===== config.mk =====
export PLATFORM = sky130hd
export DESIGN_NAME = key_search_ctrl
export DESIGN_NICKNAME = d
export VERILOG_FILES = /design/src/rtl/key_search_ctrl.sv
export SDC_FILE = /design/constraint.sdc
export NUM_CORES = 1
export LEC_CHECK = 0
export BUFFER_PORTS_ARGS = -buffer_cell sky130_fd_sc_hd__buf_4
export CORE_ASPECT_RATIO = 1.4
export CORE_MARGIN = 3
export CORE_UTILIZATION = 45
export DETAILED_ROUTE_END_ITERATION = 10
export HOLD_SLACK_MARGIN = 0.08
export PLACE_DENSITY = 0.76
export SLEW_MARGIN = 20
export SYNTH_ARGS = -nofsm -noshare
export SYNTH_HDL_FRONTEND = slang
export SYNTH_SLANG_ARGS = --single-unit

===== constraint.sdc =====
create_clock -name CLOCK_50 -period 2.11 [get_ports CLOCK_50]
set_input_delay 0.211 -clock CLOCK_50 [delete_from_list [all_inputs] [get_ports CLOCK_50]]
set_output_delay 0.211 -clock CLOCK_50 [all_outputs]
set_load 0.005 [all_outputs]

===== src/rtl/key_search_ctrl.sv =====
// Brute-force key search sequencer: walks candidate keys, drives the
// decryption pipeline for each, and scans the decrypted message for
// printable plaintext (space or lowercase letters only).
module key_search_ctrl #(
  parameter int unsigned MSG_DEP   = 32,
  parameter logic [23:0] KEY_START = 24'h000000,
  parameter logic [23:0] KEY_MAX   = 24'h3FFFFF,
  localparam int unsigned AW       = (MSG_DEP > 1) ? $clog2(MSG_DEP) : 1
) (
  input  logic          CLOCK_50,
  input  logic          reset_n,
  input  logic          enable,
  input  logic          decrypt_done,
  input  logic [7:0]    msg_q,
  output logic          reset_pipeline,
  output logic          start_decrypt,
  output logic [23:0]   secret_key,
  output logic [AW-1:0] msg_address,
  output logic          busy,
  output logic          key_found,
  output logic          search_failed
);

  localparam logic [AW-1:0] LAST_ADDR = AW'(MSG_DEP - 1);
  localparam logic [7:0]    CH_SPACE  = 8'd32;
  localparam logic [7:0]    CH_LO     = 8'd97;
  localparam logic [7:0]    CH_HI     = 8'd122;

  typedef enum logic [3:0] {
    ST_IDLE,
    ST_RESET_PIPE,
    ST_START,
    ST_WAIT_DONE,
    ST_READ,
    ST_CHECK,
    ST_NEXT_KEY,
    ST_FOUND,
    ST_FAIL
  } state_t;

  state_t        state;
  state_t        state_nxt;
  logic [23:0]   key_nxt;
  logic [AW-1:0] addr_nxt;
  logic          byte_ok;

  // Plaintext character filter: space or a..z.
  always_comb begin
    byte_ok = (msg_q == CH_SPACE) || ((msg_q >= CH_LO) && (msg_q <= CH_HI));
  end

  // Next-state, next-key and next-address selection.
  always_comb begin
    state_nxt = state;
    key_nxt   = secret_key;
    addr_nxt  = msg_address;
    case (state)
      ST_IDLE: begin
        if (enable) begin
          key_nxt   = KEY_START;
          state_nxt = ST_RESET_PIPE;
        end
      end
      ST_RESET_PIPE: state_nxt = ST_START;
      ST_START:      state_nxt = ST_WAIT_DONE;
      ST_WAIT_DONE: begin
        if (decrypt_done) begin
          addr_nxt  = '0;
          state_nxt = ST_READ;
        end
      end
      ST_READ: state_nxt = ST_CHECK;
      ST_CHECK: begin
        if (!byte_ok) begin
          state_nxt = ST_NEXT_KEY;
        end else if (msg_address == LAST_ADDR) begin
          state_nxt = ST_FOUND;
        end else begin
          addr_nxt  = msg_address + AW'(1);
          state_nxt = ST_READ;
        end
      end
      ST_NEXT_KEY: begin
        // >= keeps the key from ever passing KEY_MAX even if misconfigured.
        if (secret_key >= KEY_MAX) begin
          state_nxt = ST_FAIL;
        end else begin
          key_nxt   = secret_key + 24'd1;
          state_nxt = ST_RESET_PIPE;
        end
      end
      ST_FOUND: state_nxt = ST_FOUND;
      ST_FAIL:  state_nxt = ST_FAIL;
      default:  state_nxt = ST_IDLE;
    endcase
  end

  // State, datapath and registered outputs decoded from the next state so
  // each output is high exactly while the FSM sits in the matching state.
  always_ff @(posedge CLOCK_50 or negedge reset_n) begin
    if (!reset_n) begin
      state          <= ST_IDLE;
      secret_key     <= KEY_START;
      msg_address    <= '0;
      reset_pipeline <= 1'b0;
      start_decrypt  <= 1'b0;
      busy           <= 1'b0;
      key_found      <= 1'b0;
      search_failed  <= 1'b0;
    end else begin
      state          <= state_nxt;
      secret_key     <= key_nxt;
      msg_address    <= addr_nxt;
      reset_pipeline <= (state_nxt == ST_RESET_PIPE);
      start_decrypt  <= (state_nxt == ST_START);
      busy           <= !((state_nxt == ST_IDLE) || (state_nxt == ST_FOUND) ||
                          (state_nxt == ST_FAIL));
      key_found      <= (state_nxt == ST_FOUND);
      search_failed  <= (state_nxt == ST_FAIL);
    end
  end

endmodule


=== Yosys cells after proc, flatten, opt, wreduce, memory -nomap -nowiden ===
Index checks and enable logic that the tools add are counted.

* $add $sub $neg: 2
* $lt $le $gt $ge: 3
* Equality and inequality tests: 19
* Mux-type cells: 13
* Reductions and logical operators: 11

{| class="wikitable"
|+ Operator list
! kind !! number
|-
| 24-bit two-way mux || 2
|-
| 24-bit case mux with 2 select lines || 1
|-
| 4-bit case mux with 9 select lines || 1
|-
| 24-bit by 1-bit adder with 24-bit output, second input constant || 1
|-
| 24-bit by 22-bit greater-or-equal comparator with 1-bit output, second input constant || 1
|-
| 4-bit by 3-bit equality test with 1-bit output, second input constant || 5
|-
| 5-bit two-way mux || 3
|-
| 4-bit by 2-bit equality test with 1-bit output, second input constant || 3
|-
| 4-bit two-way mux || 3
|-
| 2-bit inequality test, second input constant || 5
|-
| 5-bit case mux with 2 select lines || 1
|-
| 4-bit by 1-bit equality test with 1-bit output, second input constant || 2
|-
| 4-bit equality test, second input constant || 2
|-
| 8-bit by 6-bit equality test with 1-bit output, second input constant || 1
|-
| 8-bit by 7-bit greater-or-equal comparator with 1-bit output, second input constant || 1
|-
| 8-bit by 7-bit <= comparator with 1-bit output, second input constant || 1
|-
| 4-bit logical NOT || 2
|-
| 5-bit by 1-bit adder with 5-bit output, second input constant || 1
|-
| 5-bit equality test, second input constant || 1
|-
| 2-bit two-way mux || 2
|-
| 4-bit AND reduction || 1
|-
| 2-bit nonzero test || 2
|-
| 1-bit logical OR || 3
|-
| 3-bit AND reduction || 1
|-
| 2 further kinds || 2
|}

* Register bits after elaboration: 38
* Logic and storage cells: 56

=== Depth between registers and ports, before layout ===
Gate-level depths: netlist of the first run.

* Depth after elaboration: 9
* Depth in mapped cells: 9
* Depth with buffers taken out: 8

=== Worst setup path after synthesis of the first run ===
OpenSTA, ideal clock, no wires.

* Path kind: register to register
* Start point: reg, netlist name msg_address[0]
* End point: reg secret_key[17]
* Arrival: 2.222 ns
* Setup slack: -0.190 ns
* Cell stages (with the launch flop): 8
* Cells stage by stage: dfrtp_1 -> ha_1 -> and3_1 -> ha_1 -> o221a_1 -> a211o_4 -> or4b_1 -> a21oi_1

{| class="wikitable"
|+ RTL lines
! element !! line !! text
|-
| end signal: assignment || 112 || <nowiki>secret_key <= key_nxt;</nowiki>
|-
| end: declaration || 17 || <nowiki>output logic [23:0] secret_key,</nowiki>
|}

==> results of run 1 <==
## worst min-delay path, stage by stage
cell and delay (ps):
buf_4 90, nand3_1 110, nand2_1 80, nand2_1 60
## timing repair
action	4_1_cts	5_1_grt
hold endpoints to repair	38	0
setup endpoints to repair	7	10
setup buffers	2	1
pin swaps	1	2
hold buffers	1	0
resized for setup	6	12
## routing by layer
| metal | up-vias | track usage (%) |
|---|---|---|
| met5 | - | 0 |
| met4 | 0 | 8.65 |
| met3 | 11 | 3.23 |
| met2 | 51 | 35.9 |
| met1 | 934 | 24.0 |
| li1 | 935 | - |
## worst min path at each step
stage,to,from
6_report,state[1],decrypt_done
5_1_grt,state[1],decrypt_done
4_1_cts,state[1],decrypt_done
3_5_place_dp,secret_key[22],reset_n
3_3_place_gp,search_failed,reset_n
2_1_floorplan,busy,reset_n
## sequential cells by signal (all words and copies together), names as in the netlist
signal,flops
search_failed,1
busy,1
key_found,1
msg_address,5
reset_pipeline,1
state,4
start_decrypt,1
secret_key,24
## cell usage after synthesis, drive strengths merged (2+ instances only)
cell type | count | area (µm²)
dfrtp | 38 | 951
and2 | 4 | 25.0
ha | 3 | 37.5
nor2b | 3 | 18.8
a211o | 2 | 26.3
inv | 7 | 26.3
o21ai | 8 | 40.0
a2111oi | 2 | 30.0
o21bai | 2 | 15.0
o31ai | 4 | 30.0
a21oi | 6 | 30.0
and3 | 7 | 43.8
nor2 | 25 | 93.8
o311ai | 5 | 43.8
nand2 | 17 | 63.8
xor2 | 9 | 78.8
a211oi | 8 | 65.1
xnor2 | 7 | 61.3
buf | 7 | 43.8
or4b | 2 | 20.0
o211ai | 2 | 15.0
a21boi | 2 | 18.8
o2111ai | 3 | 26.3
or3 | 2 | 17.5
nand4 | 5 | 37.5
nand3 | 10 | 50.1
nor3 | 3 | 15.0
nor4 | 3 | 48.8
nand2b | 3 | 18.8
## cells by family after synthesis
logic type | Yosys count | synth area share [%]
buf+inv | 14 | 3.28
compound gates | 49 | 18.6
xor+xnor | 16 | 6.56
mux | 1 | 0.469
fa+ha+maj | 3 | 1.76
flops | 38 | 44.5
simple gates | 90 | 24.8
## final cells by class
cell class / instances / area, µm² / area share [%]
clock inverters: 2 / 10.0 / 0.335
well taps: 62 / 77.6 / 2.59
inverters: 7 / 26.3 / 0.879
clock buffers: 5 / 68.8 / 2.30
flip-flops and latches: 38 / 952 / 31.8
multi-input cells: 159 / 1230 / 41.2
repair buffers: 81 / 623 / 20.8
## power breakdown
group          switching [mW]  internal [mW]  leakage (nW)
clock                   0.264          0.222        0.0438
sequential              0.140          0.852         0.512
combinational           0.738          0.600         0.828
total                    1.14           1.67          1.38
==> metrics.txt, run 1 <==
DP HPWL=approximately 3.9 mm; die width=between 60 and 70 µm; Routed WL=around 5.5 mm; part of the cycle the worst path needs=108%; Mapped Cells=211; Met1 Wirelength=2.22 mm; FF-to-FF End=secret_key[21]; H-tree depth=2; failing checks=negative setup slack; die footprint=around 5600 µm²; Max Cap Viol=0; detailed router's first-iteration violation count=74; asr flop ratio synth=100%; max frequency=between 400 and 500 MHz; Syn. warnings=0; # diodes=0; Worst path max stage delay=~400 ps; synthesis-stage register bit count=38; worst slack, placed=-159 ps; vias in the first global route=roughly 1900; GRT Util Overall=20.2%; Pre-antenna DRT Iters=4; most frequent cells in the layout=buf_4 (79), dfrtp_1 (37), nor2_1 (25); final setup violation count=7; Synth Net Count=between 200 and 250; metal2 WL=~2.9 mm; RSZ-0062 raised after global routing=true; Syn Std Cell Area=~2100 µm²; critical path arrival=2490 ps; Layout fillers=between 300 and 400; startpoint class of the critical path=register; clk sinks=38; Netlist cell types=51; Worst-Skew Late Latency=about 300 ps; Worst path depth=7; final setup margin=-179 ps; CTS tree=done; leakage=1.38 nW; Max-slew headroom=approximately two thirds; reg2reg setup slack=-180 ps; DRC viols=0; worst vdd ir=approximately 0.60 mV; Hold Crit Depth=4; register area share after synthesis=around 45%; clk buf depth=2; count of pins over their slew limit=0; Crit. Startpoint=msg_address[1]; largest net degree at the start of global routing=39; fin cells=between 300 and 400; Detail Route Antenna Nets=0; Top Layer Used=met4; Setup crit end kind=register; P per Cell Area=~940 nW/µm²; first-pass GRT wire length=between 8 and 9 mm; CP max FO=5; Area Overhead vs Synth=40.0%; total negative slack=-764 ps; clock skew=between 5 and 6 ps; Die Height=roughly 90 µm; syn avg cell area=~10 µm²; Routed wire per std cell=around 15 µm; Ports=46; worst min path class=primary input to register; met3 routed WL=about 280 µm; Inst Count DP=around 340; status=finished, violations left; commonest non-fill, non-tap cell in the layout=buf_4; IO buf count=45; CP top delay family=compound AO/OA/AOI/OAI gates; initial antenna violation count=0; WP buf/inv=0; RR Startpoint=msg_address[1]; Fin Hold WS=between 200 and 300 ps; core area=around 4600 µm²; clk slew on worst S/H paths=roughly 80 ps; clock buffer count from CTS=5; ys flop type=dfrtp_1; clk root buf=clkbuf_8; required time of the critical path=~2300 ps; num rows=29; EDFF count, synth=0; final hold violations=0; gpl congestion=0.869; initial core utilization=46.7%; global route overflow=0; Worst-Margin Slew=~520 ps; total power=2.82 mW; worst r2r path cells=7; DR vias/cell=around 5.5; fin util=between 60 and 70%; cells along the critical path=ha_2, and3_4, ha_4, o221a_1, a211o_4, or3_4, o31ai_2; Slowest cell on crit path=dfrtp_1; placed cell areas=~2800 µm²; fraction of layout cells with a size suffix above 1=between 40% and 50%; Tmin final=2290 ps; WS Path Type=register to register; worst setup path end=secret_key[21]; nets=~300; final instance area=about 3000 µm²; via count=between 1500 and 2000
No activity file was read; power rests on OpenSTA's default activity.
==> run 2: changes to the inputs <==
CAP_MARGIN = 10   (was not set)
CORE_UTILIZATION = 49   (was 45)
PLACE_DENSITY = 0.81   (was 0.76)
==> run 2 against run 1 <==
The run still ends with negative setup slack left. Critical path depth stayed put. Setup slack better by 33 ps. Maximum frequency is 1.5% higher. Register-to-register slack better by 30 ps. Global-route usage is 2.2 points higher. Power is 0.18% lower. Critical endpoint is now secret_key[17]. Largest power group unchanged.
==> metrics.txt, run 2 (synthesized netlist as in run 1, its figures left out) <==
GRT Util Overall=22.4%; required time of the critical path=about 2300 ps; Clock Power Share=between 10% and 20%; H-tree depth=2; DR vias/cell=slightly below 6; first-pass GRT wire length=a little under 9 mm; clk buf depth=2; detailed router's first-iteration violation count=72; Inst Count DP=321; register with the most flip-flops=secret_key; CP max FO=3; metal2 WL=slightly below 3 mm; Layout fillers=310; clk slew on worst S/H paths=about 80 ps; Fin Hold WS=286 ps; initial antenna violation count=0; Reg area=approximately 950 µm²; failing checks=negative setup slack; RSZ-0062 raised after global routing=true; P per Cell Area=965 nW/µm²; max frequency=443 MHz; most frequent cells in the layout=buf_4 (72), dfrtp_1 (36), nor2_1 (25); nets=roughly 300; DP HPWL=3.86 mm; final setup violation count=6; Ports=46; DRC viols=0; clock skew=6.82 ps; Top Layer Used=met4; status=finished, violations left; area of the multi-input gates=approximately 1200 µm²; commonest non-fill, non-tap cell in the layout=buf_4; fin cells=330; clk sinks=38; total negative slack=-536 ps; Largest register FFs=24; CTS tree=done; part of the cycle the worst path needs=107%; Routed wire per std cell=16.6 µm; fraction of layout cells with a size suffix above 1=between 30% and 40%; Max Cap Viol=0; WS Path Type=register to register; Net Sw Power=~1.1 mW; count of pins over their slew limit=0; die footprint=5200 µm²; Detail Route Antenna Nets=0; global route overflow=0; IO buf count=between 40 and 50; vias in the first global route=between 1500 and 2000; Met1 Wirelength=between 2 and 2.5 mm; num rows=27; Setup crit end kind=register; initial core utilization=between 50 and 60%; Worst-Skew Late Latency=300 ps; final setup margin=-146 ps; worst vdd ir=approximately 0.56 mV; die width=slightly above 60 µm; startpoint class of the critical path=register; Worst-Margin Slew=about 500 ps; Pre-antenna DRT Iters=4; switch share=roughly two fifths; Internal=approximately 1.7 mW; total power=around 2.8 mW; final hold violations=0; clk root buf=clkbuf_8; setup bufs post-CTS=0; Tmin final=approximately 2300 ps; # diodes=0; met3 routed WL=~270 µm; leakage=1.35 nW; Comb power frac=around 46%; core area=around 4100 µm²; fin util=a little under three quarters; gpl congestion=~0.9; Max-slew headroom=roughly 67%; Die Height=about 84 µm; largest net degree at the start of global routing=39; worst min path class=primary input to register; clock buffer count from CTS=5; via count=roughly 2000; critical path arrival=2480 ps; Largest regs=secret_key: 24 flops, msg_address: 5 flops, state: 4 flops; Routed WL=5.49 mm; Flop pwr share=35.6%; Area Overhead vs Synth=36.4%
## run 2: critical path, cell delays in order, from the launching register on
cell and delay (ps):
dfrtp_1 400, ha_2 190, and3_4 180, ha_4 150, o221a_1 270, a211o_4 340, or4b_1 490, a21oi_1 160
## run 2: final timing paths
| path | start | to | slack (ps) | cells after the start |
|---|---|---|---|---|
| setup / recovery | msg_address[1] | secret_key[17] | -150 | 7 |
| hold / removal | decrypt_done | state[1] | 290 | 4 |
| setup reg to reg | msg_address[1] | secret_key[17] | -150 | 7 |
| hold reg to reg | msg_address[3] | msg_address[3] | 580 | 2 |
| max in group asynchronous | reset_n | state[0] | 1310 | 2 |
| min in group asynchronous | reset_n | secret_key[20] | 420 | 2 |
## run 2: what timing repair did
item	4_1_cts	5_1_grt
pin swaps	1	2
hold endpoints to repair	38	0
hold buffers	1	0
resized for setup	5	10
endpoints found under the setup margin	7	15
## run 2: stage by stage
stage               worst slack (ps)  cell area [µm²]
floorplan                      -80.8             2160
finish                          -146             2910
global placement               -54.5             2730
global route                    -227             2910
CTS                             -115             2870
detailed placement              -177             2730
## run 2: layer usage
| metal | GRT usage [%] | vias to the layer above |
|---|---|---|
| li1 | - | 928 |
| met1 | 26.4 | 956 |
| met2 | 38.0 | 58 |
| met3 | 4.64 | 17 |
| met4 | 8.88 | 0 |
| met5 | 0 | - |
## run 2: final cells by class
type                       count  share of cell area, %
multi-input combinational    159                   41.4
sequential                    38                   32.7
timing repair buffer          75                   20.0
clock buffer                   7                   2.96
tap                           43                   1.85
inverter                       7                  0.902
clock inverter                 1                  0.172
## run 2: power by group through the flow
stage | clock network [mW] | logic (mW) | registers, mW
floorplan | 0 | 0.765 | 0.952
global placement | 0 | 1.20 | 1.00
detailed placement | 0 | 1.23 | 1.01
CTS | 0.524 | 1.24 | 0.995
global route | 0.556 | 1.41 | 1.02
finish | 0.523 | 1.29 | 0.999
==> run 3: changes to the inputs <==
ABC_AREA = 1   (was not set)
PLACE_DENSITY = 0.8   (was 0.81)
==> run 3 against run 2 <==
The run now ends clean. Sequential power decreased by 27%. Highest routed layer unchanged. Clock power increased by 22%. Register-to-register slack improved by 340 ps. Hold slack got worse by 22 ps.
==> metrics.txt, run 3 <==
Inst Count DP=approximately 430; global route overflow=0; Crit. Startpoint=secret_key[0]; Comb power frac=~3.3%; clk buf depth=2; Routed WL=~5.6 mm; largest net degree at the start of global routing=~40; Setup crit end kind=register; syn avg cell area=7.12 µm²; H-tree depth=2; Mapped Cells=320; fin cells=approximately 430; Die Height=a little under 90 µm; Net Sw Power=about 290 µW; final setup margin=between 150 and 200 ps; EDFF count, synth=0; fraction of layout cells with a size suffix above 1=between 10% and 20%; area leader, netlist=dfrtp_1; num rows=28; Flop pwr share=between 50% and 60%; die width=around 64 µm; clock buffer count from CTS=5; # diodes=0; Area Overhead vs Synth=24.2%; synth top area cells=dfrtp_1 (42%), nand2_1 (14%), inv_1 (7.6%), nor2_1 (6.4%), nand3_1 (6.2%); DP HPWL=roughly 4.2 mm; Ports=between 40 and 50; total negative slack=0 ps; Max Cap Viol=0; ys flop type=dfrtp_1; leakage=1.45 nW; final instance area=approximately 2800 µm²; clk slew on worst S/H paths=~70 ps; initial antenna violation count=0; Worst-Skew Late Latency=290 ps; gpl congestion=0.925; total power=approximately 1.4 mW; Internal=1.12 mW; core area=approximately 4300 µm²; count of pins over their slew limit=0; Tmin final=1910 ps; register with the most flip-flops=secret_key; Max-slew headroom=67.5%; clk root buf=clkbuf_8; CTS tree=done; clk sinks=38; CP max FO=40; Pre-antenna DRT Iters=4; switch share=between 20 and 25%; max frequency=approximately 520 MHz; placed cell areas=about 2700 µm²; IO buf count=45; GRT Util Overall=~22%; Largest regs=secret_key: 24 flops, msg_address: 5 flops, state: 4 flops; synthesis-stage register bit count=38; P per Cell Area=~500 nW/µm²; DR vias/cell=5.25; DRC viols=0; detailed router's first-iteration violation count=180; vias in the first global route=approximately 2300; final hold violations=0; Layout fillers=just over 400; initial core utilization=between 50% and 60%; Synth top cells by count=nand2_1 (85), inv_1 (46), nor2_1 (39); Detail Route Antenna Nets=0; share of the synthesized area in the top cell type=a little over two fifths; die footprint=between 5000 and 6000 µm²; nets=389; most frequent cells in the layout=nand2_1 (85), buf_4 (51), inv_1 (46); register area share after synthesis=between 40% and 50%; first-pass GRT wire length=between 9 and 10 mm; Syn. warnings=0; Syn Std Cell Area=approximately 2300 µm²; Routed wire per std cell=around 13 µm; status=complete, no violations; RSZ-0062 raised after global routing=false; worst min path class=primary input to register; clock skew=slightly above 7 ps; setup bufs post-CTS=0; commonest non-fill, non-tap cell in the layout=nand2_1; hold path startpoint=decrypt_done; top-count cell post-synth=nand2_1; startpoint class of the critical path=register; required time of the critical path=about 2300 ps; part of the cycle the worst path needs=between 90% and 100%; WS Path Type=register to register; final setup violation count=0; critical path arrival=~2100 ps; worst vdd ir=0.472 mV; Worst-Margin Slew=a little under 500 ps; RR Startpoint=secret_key[0]; via count=roughly 2300; Clock Power Share=between 40 and 50%; asr flop ratio synth=100%; Netlist cell types=26; Largest register FFs=24; worst slack, placed=~120 ps; Synth Net Count=between 300 and 400
==> run 3: cell types whose count changed after synthesis, sizes merged, moves of 14 or more <==
cell	change
nand2	+72
inv	+41
nand3	+19
nor2	+18
nand4	+16
o21ai	+14
==> run 3: worst max-delay path, cell delays in order, from the launching register on <==
cell,delay [ps]
dfrtp_1,450
ha_1,220
nand2_2,80
nor2_4,150
nand2_2,110
nor2_4,120
nand2_2,80
nand3_4,120
nand2_8,170
inv_1,160
nor2_1,50
a21oi_1,110
==> run 3: area by class of cell <==
type | instances | area (µm²) | share of cell area (%)
Multi-Input combinational cell | 228 | 1110 | 39.4
Sequential cell | 38 | 951 | 33.6
Timing Repair Buffer | 52 | 393 | 13.9
Inverter | 49 | 184 | 6.50
Clock buffer | 6 | 82.6 | 2.92
Tap cell | 60 | 75.1 | 2.65
Clock inverter | 1 | 30.0 | 1.06
==> run 3: repair_timing <==
| action | CTS | global route |
|---|---|---|
| resized for setup | 0 | 1 |
| endpoints found under the setup margin | 0 | 8 |
| endpoints found under the hold margin | 38 | 0 |
| hold buffers | 1 | 0 |
==> run 3: layer usage <==
metal	wire length [µm]	track usage, %
met4	121	9.63
met1	2110	22.5
met3	361	4.93
met2	3030	43.0
met5	0	0
==> run 3: power groups by stage <==
stage	clock network [mW]	logic (mW)	registers, mW
4_1_cts	0.654	0.0477	0.727
2_1_floorplan	0	0.0117	0.742
3_5_place_dp	0	0.0462	0.742
6_report	0.636	0.0467	0.728
3_3_place_gp	0	0.0450	0.742
5_1_grt	0.687	0.0532	0.727
==> run 3: path summary, 6_finish.rpt <==
kind | end | slack [ps] | cells after the start
max | secret_key[0] | 200 | 11
min | state[2] | 260 | 3
max reg2reg | secret_key[0] | 200 | 11
min reg2reg | secret_key[23] | 520 | 2
max in group asynchronous | msg_address[2] | 1340 | 2
min in group asynchronous | secret_key[14] | 430 | 2
==> run 3: kinds of logic after synthesis <==
kind of cell | Yosys count | share of synthesized area (%)
and+or+nand+nor | 190 | 38.2
buffers and inverters | 54 | 9.73
DFF | 38 | 41.8
AOI/OAI and AO/OA | 32 | 7.53
xor gates and xnor gates | 3 | 1.15
adders and majority gates | 3 | 1.65
==> run 3: metrics by stage <==
| step | util, % | hold WS (ps) |
|---|---|---|
| 3_5_place_dp | 62.1 | 208 |
| 3_3_place_gp | 62.1 | 207 |
| 2_1_floorplan | - | -84.6 |
| 6_report | 65.1 | 264 |
| 5_1_grt | 65.1 | 295 |
| 4_1_cts | 64.9 | 262 |
